===== src/rtl/nanov_peripherals.sv =====
// nanov_peripherals: memory-mapped GPIO, UART channels and an optional timer
// for the nanoV CPU bus. The timer is only built when NANOV_PERI_TIMER_EN is
// defined; otherwise its offsets decode as unmapped and timer_irq is tied low.

module uart_tx #(
  parameter int CLKS_PER_BIT = 128
) (
  input  logic       clk,
  input  logic       rstn,
  input  logic       start,
  input  logic [7:0] data,
  output logic       txd,
  output logic       busy
);
  localparam int CW = $clog2(CLKS_PER_BIT + 1);

  logic [9:0]    shift_q, shift_d;
  logic [3:0]    bits_q, bits_d;
  logic [CW-1:0] cnt_q, cnt_d;

  assign busy = (bits_q != 4'd0);
  assign txd  = shift_q[0];

  // Load a start/data/stop frame when idle, then shift one bit per bit period
  always_comb begin
    shift_d = shift_q;
    bits_d  = bits_q;
    cnt_d   = cnt_q;
    if (!busy) begin
      if (start) begin
        shift_d = {1'b1, data, 1'b0};
        bits_d  = 4'd10;
        cnt_d   = CW'(CLKS_PER_BIT - 1);
      end
    end else if (cnt_q == '0) begin
      shift_d = {1'b1, shift_q[9:1]};
      bits_d  = bits_q - 4'd1;
      cnt_d   = CW'(CLKS_PER_BIT - 1);
    end else begin
      cnt_d = cnt_q - CW'(1);
    end
  end

  // Idle line is high, so reset fills the shifter with ones
  always_ff @(posedge clk) begin
    if (!rstn) begin
      shift_q <= '1;
      bits_q  <= '0;
      cnt_q   <= '0;
    end else begin
      shift_q <= shift_d;
      bits_q  <= bits_d;
      cnt_q   <= cnt_d;
    end
  end
endmodule

module uart_rx #(
  parameter int CLKS_PER_BIT = 128
) (
  input  logic       clk,
  input  logic       rstn,
  input  logic       rxd,
  input  logic       read,
  output logic [7:0] data,
  output logic       valid,
  output logic       rts
);
  localparam int CW = $clog2(CLKS_PER_BIT + 1);

  logic          rx1_q, rx1_d, rx2_q, rx2_d;
  logic          active_q, active_d;
  logic [3:0]    bits_q, bits_d;
  logic [CW-1:0] cnt_q, cnt_d;
  logic [7:0]    shift_q, shift_d;
  logic [7:0]    data_q, data_d;
  logic          valid_q, valid_d;

  assign data  = data_q;
  assign valid = valid_q;
  // Hold off the sender while an unread byte is pending
  assign rts   = valid_q;

  // Sample mid-bit: half a period after the start edge, then every full period
  always_comb begin
    rx1_d    = rxd;
    rx2_d    = rx1_q;
    active_d = active_q;
    bits_d   = bits_q;
    cnt_d    = cnt_q;
    shift_d  = shift_q;
    data_d   = data_q;
    valid_d  = valid_q & ~read;
    if (!active_q) begin
      if (!rx2_q) begin
        active_d = 1'b1;
        bits_d   = 4'd0;
        cnt_d    = CW'(CLKS_PER_BIT / 2 - 1);
      end
    end else if (cnt_q != '0) begin
      cnt_d = cnt_q - CW'(1);
    end else begin
      cnt_d  = CW'(CLKS_PER_BIT - 1);
      bits_d = bits_q + 4'd1;
      if (bits_q == 4'd0) begin
        // A high line at mid start bit was a glitch
        if (rx2_q) active_d = 1'b0;
      end else if (bits_q == 4'd9) begin
        active_d = 1'b0;
        if (rx2_q) begin
          data_d  = shift_q;
          valid_d = 1'b1;
        end
      end else begin
        shift_d = {rx2_q, shift_q[7:1]};
      end
    end
  end

  // Receiver state; reset discards any partial or pending byte
  always_ff @(posedge clk) begin
    if (!rstn) begin
      rx1_q    <= 1'b1;
      rx2_q    <= 1'b1;
      active_q <= 1'b0;
      bits_q   <= '0;
      cnt_q    <= '0;
      shift_q  <= '0;
      data_q   <= '0;
      valid_q  <= 1'b0;
    end else begin
      rx1_q    <= rx1_d;
      rx2_q    <= rx2_d;
      active_q <= active_d;
      bits_q   <= bits_d;
      cnt_q    <= cnt_d;
      shift_q  <= shift_d;
      data_q   <= data_d;
      valid_q  <= valid_d;
    end
  end
endmodule

module nanov_peripherals #(
  parameter logic [31:0] BASE_ADDR      = 32'h10000000,
  parameter int          GPIO_OUT_WIDTH = 32,
  parameter int          GPIO_IN_WIDTH  = 3,
  parameter int          NUM_UARTS      = 1,
  parameter int          CLK_HZ         = 12_000_000,
  parameter int          BIT_RATE       = 93_750
) (
  input  logic                      clk,
  input  logic                      rstn,
  input  logic                      is_addr,
  input  logic                      is_data,
  input  logic                      is_data_in,
  input  logic [31:0]               data_out,
  output logic [31:0]               data_in,
  output logic [GPIO_OUT_WIDTH-1:0] gpio_out,
  input  logic [GPIO_IN_WIDTH-1:0]  gpio_in,
  output logic [NUM_UARTS-1:0]      uart_txd,
  input  logic [NUM_UARTS-1:0]      uart_rxd,
  output logic [NUM_UARTS-1:0]      uart_rts,
  output logic                      timer_irq
);
  // UART n data is SEL_UART+2n, status is SEL_UART+2n+1
  localparam logic [4:0] SEL_NONE  = 5'd0;
  localparam logic [4:0] SEL_GOUT  = 5'd1;
  localparam logic [4:0] SEL_GSET  = 5'd2;
  localparam logic [4:0] SEL_GCLR  = 5'd3;
  localparam logic [4:0] SEL_GIN   = 5'd4;
  localparam logic [4:0] SEL_UART  = 5'd8;
  localparam logic [4:0] SEL_TCNT  = 5'd16;
  localparam logic [4:0] SEL_TCMP  = 5'd17;
  localparam logic [4:0] SEL_TSTAT = 5'd18;
  localparam int CLKS_PER_BIT = CLK_HZ / BIT_RATE;

  logic [31:0]               wdata, off;
  logic [4:0]                sel_q, sel_d, sel_dec;
  logic [GPIO_OUT_WIDTH-1:0] gpio_q, gpio_d;
  logic [GPIO_IN_WIDTH-1:0]  sync1_q, sync1_d, sync2_q, sync2_d;
  logic [NUM_UARTS-1:0]      tx_start, tx_busy, rx_read, rx_valid;
  logic [7:0]                rx_data [NUM_UARTS];

  assign off      = data_out - BASE_ADDR;
  assign gpio_out = gpio_q;

  // Write data arrives bit-reversed on the bus
  always_comb begin
    wdata = '0;
    for (int i = 0; i < 32; i++) wdata[i] = data_out[31 - i];
  end

  // Decode the bus address into a select code that holds until the next address
  always_comb begin
    sel_dec = SEL_NONE;
    case (off)
      32'h00:  sel_dec = SEL_GOUT;
      32'h04:  sel_dec = SEL_GSET;
      32'h08:  sel_dec = SEL_GCLR;
      32'h0C:  sel_dec = SEL_GIN;
`ifdef NANOV_PERI_TIMER_EN
      32'h30:  sel_dec = SEL_TCNT;
      32'h34:  sel_dec = SEL_TCMP;
      32'h38:  sel_dec = SEL_TSTAT;
`endif
      default: sel_dec = SEL_NONE;
    endcase
    for (int n = 0; n < NUM_UARTS; n++) begin
      if (off == 32'(32'h10 + 8 * n)) sel_dec = 5'(SEL_UART + 2 * n);
      if (off == 32'(32'h14 + 8 * n)) sel_dec = 5'(SEL_UART + 2 * n + 1);
    end
    sel_d = is_addr ? sel_dec : sel_q;
  end

  // GPIO output register with set/clear aliases, plus the input synchroniser
  always_comb begin
    gpio_d  = gpio_q;
    sync1_d = gpio_in;
    sync2_d = sync1_q;
    if (is_data) begin
      case (sel_q)
        SEL_GOUT: gpio_d = wdata[GPIO_OUT_WIDTH-1:0];
        SEL_GSET: gpio_d = gpio_q | wdata[GPIO_OUT_WIDTH-1:0];
        SEL_GCLR: gpio_d = gpio_q & ~wdata[GPIO_OUT_WIDTH-1:0];
        default:  ;
      endcase
    end
  end

  // Bus select and GPIO state
  always_ff @(posedge clk) begin
    if (!rstn) begin
      sel_q   <= SEL_NONE;
      gpio_q  <= '0;
      sync1_q <= '0;
      sync2_q <= '0;
    end else begin
      sel_q   <= sel_d;
      gpio_q  <= gpio_d;
      sync1_q <= sync1_d;
      sync2_q <= sync2_d;
    end
  end

  for (genvar n = 0; n < NUM_UARTS; n++) begin : g_uart
    // A TX write while busy is dropped rather than queued
    assign tx_start[n] = is_data && (sel_q == 5'(SEL_UART + 2 * n)) && !tx_busy[n];
    assign rx_read[n]  = is_data_in && (sel_q == 5'(SEL_UART + 2 * n));

    uart_tx #(.CLKS_PER_BIT(CLKS_PER_BIT)) u_tx (
      .clk(clk), .rstn(rstn), .start(tx_start[n]), .data(wdata[7:0]),
      .txd(uart_txd[n]), .busy(tx_busy[n])
    );
    uart_rx #(.CLKS_PER_BIT(CLKS_PER_BIT)) u_rx (
      .clk(clk), .rstn(rstn), .rxd(uart_rxd[n]), .read(rx_read[n]),
      .data(rx_data[n]), .valid(rx_valid[n]), .rts(uart_rts[n])
    );
  end

`ifdef NANOV_PERI_TIMER_EN
  logic [31:0] count_q, count_d, cmp_q, cmp_d;
  logic        flag_q, flag_d;

  assign timer_irq = flag_q;

  // Free-running counter; software writes beat the increment, a match beats a clear
  always_comb begin
    count_d = count_q + 32'd1;
    cmp_d   = cmp_q;
    flag_d  = flag_q;
    if (is_data && sel_q == SEL_TCNT) count_d = wdata;
    if (is_data && sel_q == SEL_TCMP) cmp_d = wdata;
    if (is_data && sel_q == SEL_TSTAT && wdata[0]) flag_d = 1'b0;
    if (count_q == cmp_q) flag_d = 1'b1;
  end

  // Timer state
  always_ff @(posedge clk) begin
    if (!rstn) begin
      count_q <= '0;
      cmp_q   <= '1;
      flag_q  <= 1'b0;
    end else begin
      count_q <= count_d;
      cmp_q   <= cmp_d;
      flag_q  <= flag_d;
    end
  end
`else
  assign timer_irq = 1'b0;
`endif

  // Combinational read mux; unmapped selects read as zero
  always_comb begin
    data_in = '0;
    case (sel_q)
      SEL_GOUT, SEL_GSET, SEL_GCLR: data_in[GPIO_OUT_WIDTH-1:0] = gpio_q;
      SEL_GIN:   data_in[GPIO_IN_WIDTH-1:0] = sync2_q;
`ifdef NANOV_PERI_TIMER_EN
      SEL_TCNT:  data_in = count_q;
      SEL_TCMP:  data_in = cmp_q;
      SEL_TSTAT: data_in = {31'b0, flag_q};
`endif
      default:   ;
    endcase
    for (int n = 0; n < NUM_UARTS; n++) begin
      if (sel_q == 5'(SEL_UART + 2 * n))     data_in = {24'b0, rx_data[n]};
      if (sel_q == 5'(SEL_UART + 2 * n + 1)) data_in = {30'b0, rx_valid[n], tx_busy[n]};
    end
  end
endmodule


===== config.mk =====
export PLATFORM = sky130hd
export DESIGN_NAME = nanov_peripherals
export DESIGN_NICKNAME = d
export VERILOG_FILES = /design/src/rtl/nanov_peripherals.sv
export SDC_FILE = /design/constraint.sdc
export NUM_CORES = 1
export LEC_CHECK = 0
export CORE_UTILIZATION = 32
export DETAILED_ROUTE_END_ITERATION = 8
export SLEW_MARGIN = 5
export SYNTH_ARGS = -nofsm -noshare
export SYNTH_HDL_FRONTEND = slang
export SYNTH_SLANG_ARGS = --single-unit

===== constraint.sdc =====
create_clock -name clk -period 1.8 [get_ports clk]
set_clock_uncertainty 0.05 [all_clocks]
set_input_delay 0.45 -clock clk [delete_from_list [all_inputs] [get_ports clk]]
set_output_delay 0.45 -clock clk [all_outputs]
set_load 0.005 [all_outputs]

Word-level counts from Yosys, hierarchy flattened
Cells that the tools add are included.
Widths: inputs -> output; s select.
- register bits: 97
- input port bits: 41
- logic and storage cells: 93
- add/subtract/negate cells: 5
- eq/ne operators: 15
- mux-type cells: 33
- bitwise logic cells: 8
- reduce and logical (&&, ||, !) cells: 17
- operator list (cell ; number):
    $pmux 32 s3 ; 1
    $eq 32x4->1 const B ; 2
    $eq 32x5->1 const B ; 2
    $mux 32 ; 2
    $mux 8 ; 6
    $and 32x32->32 ; 1
    $eq 32x3->1 const B ; 1
    $logic_not 32->1 ; 1
    $not 32->32 ; 1
    $or 32x32->32 ; 1
    $sub 32x29->32 const B ; 1
    $mux 10 ; 3
    $mux 29 ; 1
    $mux 4 ; 6
    $sub 8x1->8 const B ; 2
    $pmux 3 s4 ; 1
    $eq 5x2->1 const B ; 2
    $eq 5x4->1 const B ; 2
    $mux 1 ; 10
    $mux 5 ; 2
    $logic_not 8->1 ; 1
    $reduce_bool 8->1 ; 1
    $ne 2x2->1 const B ; 3
    $pmux 3 s2 ; 1
    17 further kinds ; 24

Logic depth before layout (Yosys ltp)
- word-level depth: 9
- mapped depth: 9
- mapped depth without buffers: 6

Hierarchy
A second synthesis with hierarchy kept.
- cell total of the unflattened synthesis: 544
- area total of the unflattened synthesis: 4705.8 µm²
- modules (own cells, without submodules) (module ; instances ; cells an instance ; area an instance (µm²) ; sequential area each (µm²)):
    nanov_peripherals ; 1 ; 277 ; 2162.1 ; 840.8
    uart_rx ; 1 ; 151 ; 1446.4 ; 640.6
    uart_tx ; 1 ; 116 ; 1097.3 ; 420.4

Worst setup path before layout
Ideal clock, no wire load.
- path type: reg2out
- start: register g_uart[0].u_tx.bits_q[0]
- end: output port data_in[0]
- arrival time: 1463 ps
- setup slack: -163 ps
- stages on the path, launching flop included: 8
- path through: dfxtp_1 > inv_1 > ha_1 > nor3b_1 > clkbuf_1 > nor2_1 > a21oi_1 > o32ai_1
- longest elaborated chain between the ends: 2
- RTL lines (item ; line ; text):
    from (decl) ; 18 ; logic [3:0] bits_q, bits_d;
    from (signal assigned) ; 52 ; bits_q <= bits_d;
    $reduce_bool 4->1 ; 21 ; assign busy = (bits_q != 4'd0);
    $mux 32 ; 309 ; if (sel_q == 5'(SEL_UART + 2 * n + 1)) data_in = {30'b0, rx_valid[n], tx_busy[n]};
    to (decl) ; 158 ; output logic [31:0] data_in,
Every way passes these cells.

Worst setup path in the final report
- start: register sel_q[0]
- end: output port data_in[2]
- longest elaborated chain between the ends: 5
- elaborated cells on any way between the ends: 10
- those cells by class: 6 x eq/ne; 3 x mux; 1 x reduce/logical
- RTL lines (item ; line ; text):
    from (decl) ; 179 ; logic [4:0] sel_q, sel_d, sel_dec;
    from (signal assigned) ; 239 ; sel_q <= sel_d;
    $eq 5x2->1 / $eq 5x1->1 (equally long branches) ; 297 ; case (sel_q)
    $reduce_or 3->1 ; 297 ;
    $pmux 3 s2 ; 297 ;
    $mux 32 ; 308 ; if (sel_q == 5'(SEL_UART + 2 * n)) data_in = {24'b0, rx_data[n]};
    $mux 32 * ; 309 ;
Mark *: on every way between the ends. The rest lies on a longest branch, timed or not.

==> out/metrics.cfg <==
[run_status]
violations = negative setup slack
status = complete, but fails checks

[route]
avgRoutedWirePerCell_um = 16.81
drtIter0Drc = 282
drt_wl_total_mm = 15.84
drc_errors = 0
viasPerCell = 5.271
ant_nets = 0
drtPass1Iterations = 5
vias = 4965

[die]
core_area_um2 = 14100
die_y_um = 123.3
io_pins = 108
die_width_um = 123.3
die_area_um2 = 15210
initial_core_util_pct = 33.43
placementRows = 43

[worst_setup_path]
cp_max_fo = 3
cp.arrival_ps = 1630
startpoint_type = flip-flop
reg2reg_slack_ps = -100
slowest_delay_ps = 360
critPathTopFamily = buffers and inverters
end_kind = primary output
critical_path.most_common_cell = buf_4
critPathBufInv = 3
r2r-end = g_uart[0].u_tx.bits_q[0]$_SDFFE_PN0P_
cp_slowest_cell = dfxtp_2
r2r_cells = 9
timing.rr.start = sel_q[1]$_SDFFE_PN0P_
cp_cell_sequence = nor2_4, buf_4, buf_4, and2_4, a22oi_1, o22ai_2, buf_2
cp.required_ps = 1300
crit_type = flip-flop to primary output

[cts]
cts_buffer_depth = 2
ctsHoldBuffers = 0
htreeDepth = 3
cts_made_buffers = 9
insertion_delay_ps = 340
cts_tree = built
cts_sinks = 95
clkSlewWorstSetupHoldPaths_ps = 60
cts-root-buf = clkbuf_16

[placed_design]
gp_congestion = 0.8345
dpl.hpwl_mm = 10.07
place_ws_ps = -423.4
port_buffers = 106

[timing]
max_freq_mhz = 468.5
tns_ps = -8750
worst_slack_ps = -334.7
slew_violations = 0
rsz0062_at_grt = yes
period_needed_ps = 2135
setup_viol = 62
hold_violations = 0
period_share_pct = 118.6
slew_headroom_pct = 66.66
worst_pin_slew_ps = 496.3
hold_slack_ps = 361.8

[global_route]
grt-ovfl-total = 0
grt-busiest-layer = met2
grt_max_degree = 107
use_met3_pct = 5.581
grt_usage_pct = 19.27
grt_pass1_vias = 4675
grt_antenna_before_repair = 0
met1_usage_pct = 22.08
grt_pass1_wl_mm = 22.60
use_met2_pct = 33.38

[synthesis]
synth_ff_type = dfxtp_1
synth_xor_area_share_pct = 0.3717
yosysUniqueCellTypes = 54
synthTopCellsByArea = dfxtp_1 40%, nand2_1 7.9%, o21a_1 5.6%
async_flop_share_pct = 0
syn_inst = 573
yosys.area_share.simple_pct = 26.58
netlist_area_um2 = 4712
synth_compound_area_share_pct = 22.68
muxShareOfSynthArea_pct = 2.337
synth_top_family_by_area = simple AND/OR/NAND/NOR gates
synth_edf_count = 0
syn_avg_cell_area_um2 = 8.223
yosysTopAreaCell = dfxtp_1
ys_ff_latch = 95
seq_area_frac_synth_pct = 40.36
synth_warnings = 0
synthAdderAreaFrac_pct = 2.124
syn-num-nets = 622
synth_top_area_share_pct = 40.36

[pwr]
ir_drop_mv = 0.6483
powerDensity_nw_per_um2 = 838.8
p_leak_nw = 3.146
p_total_mw = 6.294

[layout]
layout_common_cells = 99 x nand2_1, 80 x dfxtp_1, 70 x buf_4, 68 x clkdlybuf4s50_1, 38 x buf_6
final_core_util_pct = 53.23
final_common_cell = nand2_1
area_delta_synth_final_pct = 59.24
fin_nets = 806
diodes = 0
drive_gt1_share_pct = 32.02

[worst_hold_path]
hold_depth = 1
holdCritStartpoint = g_uart[0].u_rx.rx1_q$_SDFF_PN1_
hold_path_end = g_uart[0].u_rx.rx2_q$_SDFF_PN1_
hold_class = flip-flop to flip-flop

[job]
drv_cap = 0

cell families after synthesis:
kind of cell    count (synthesis)
compound gates                156
xor+xnor                        2
fa+ha+maj                       8
mux                            11
other cells                     1
simple gates                  244
flops                          95
buf+inv                        56
through the flow:
step                      instance area (um2)  cells
after floorplan                          4743    573
after global placement                   6459    894
after detailed placement                 6459    894
after CTS                                7054    933
after global routing                     7503    942
final                                    7503    942
metal layers:
layer  up-vias  part of all wire [%]
met5         -                     0
met4         0                   3.0
met3        40                   5.6
met2       164                    50
met1      2353                    42
li1       2408                     -
what timing repair did:
action / 4_1_cts / 5_1_grt
gates cloned: 4 / 7
setup buffers: 19 / 4
resized for setup: 192 / 66
pin swaps: 30 / 29
setup endpoints to repair: 40 / 106
cell usage after synthesis (all sizes together), types with 2 or more instances:
library cell and number:
a211oi 2, a21oi 26, a22o 5, a22oi 3, a31oi 3, a32o 4, a41oi 2, and2 31
and3 5, and4b 3, buf 21, clkbuf 21, dfxtp 95, ha 8, inv 14, mux2i 11
nand2 99, nand2b 3, nand3 14, nand4 5, nor2 35, nor2b 6, nor3 18, nor3b 6
nor4 9, nor4b 4, o211a 3, o21a 35, o21ai 21, o22a 7, o22ai 33, o32ai 3
or3 3, or3b 2, xor2 2
registers in the layout, summed over array words and instances, names as in the netlist:
| signal | flops |
|---|---|
| g_uart.u_tx.cnt_q | 8 |
| gpio_out | 32 |
| g_uart.u_rx.cnt_q | 8 |
| g_uart.u_rx.rx1_q | 1 |
| g_uart.u_rx.shift_q | 8 |
| g_uart.u_tx.shift_q | 9 |
| g_uart.u_rx.bits_q | 4 |
| sel_q | 4 |
| sync2_q | 3 |
| g_uart.u_rx.rts | 1 |
| g_uart.u_rx.active_q | 1 |
| g_uart.u_tx.bits_q | 4 |
| sync1_q | 3 |
| g_uart.u_rx.data | 8 |
| g_uart.u_rx.rx2_q | 1 |
worst register-to-register path: stages (launching register included):
cell     delay [ps]
dfxtp_2         340
buf_6           120
nor4b_4         290
buf_4           190
buf_6           100
buf_6            90
and3_4          240
buf_6           130
nor4_1           40
a31o_1          190
worst max-delay path by stage:
stage                                                startpoint                                     end  slack, ps  cells after the start
after CTS                                 sel_q[1]$_SDFFE_PN0P_                              data_in[6]       -400                      6
after global routing                      sel_q[0]$_SDFFE_PN0P_                              data_in[2]       -390                      7
after floorplan           g_uart[0].u_tx.bits_q[0]$_SDFFE_PN0P_  g_uart[0].u_tx.shift_q[0]$_SDFFE_PN1P_        -20                      8
after global placement    g_uart[0].u_tx.bits_q[1]$_SDFFE_PN0P_                              data_in[0]       -380                      7
after detailed placement  g_uart[0].u_tx.bits_q[0]$_SDFFE_PN0P_                              data_in[0]       -420                      7
final                                     sel_q[0]$_SDFFE_PN0P_                              data_in[2]       -330                      7
layout make-up:
type                    instances  area [um2]
inverters                      14       52.55
fillers                      1260        6593
multi-input cells             423        2903
clock buffers                  10       239.0
flip-flops and latches         95        1928
clock inverters                 6       60.06
well taps                     180       225.2
repair buffers                214        2096
report_power, final:
part,switching [mW],total [mW],internal [mW]
clock,0.820,1.93,1.11
sequential,0.158,2.42,2.26
combinational,1.02,1.95,0.927
(Power assumes the default switching activity.)
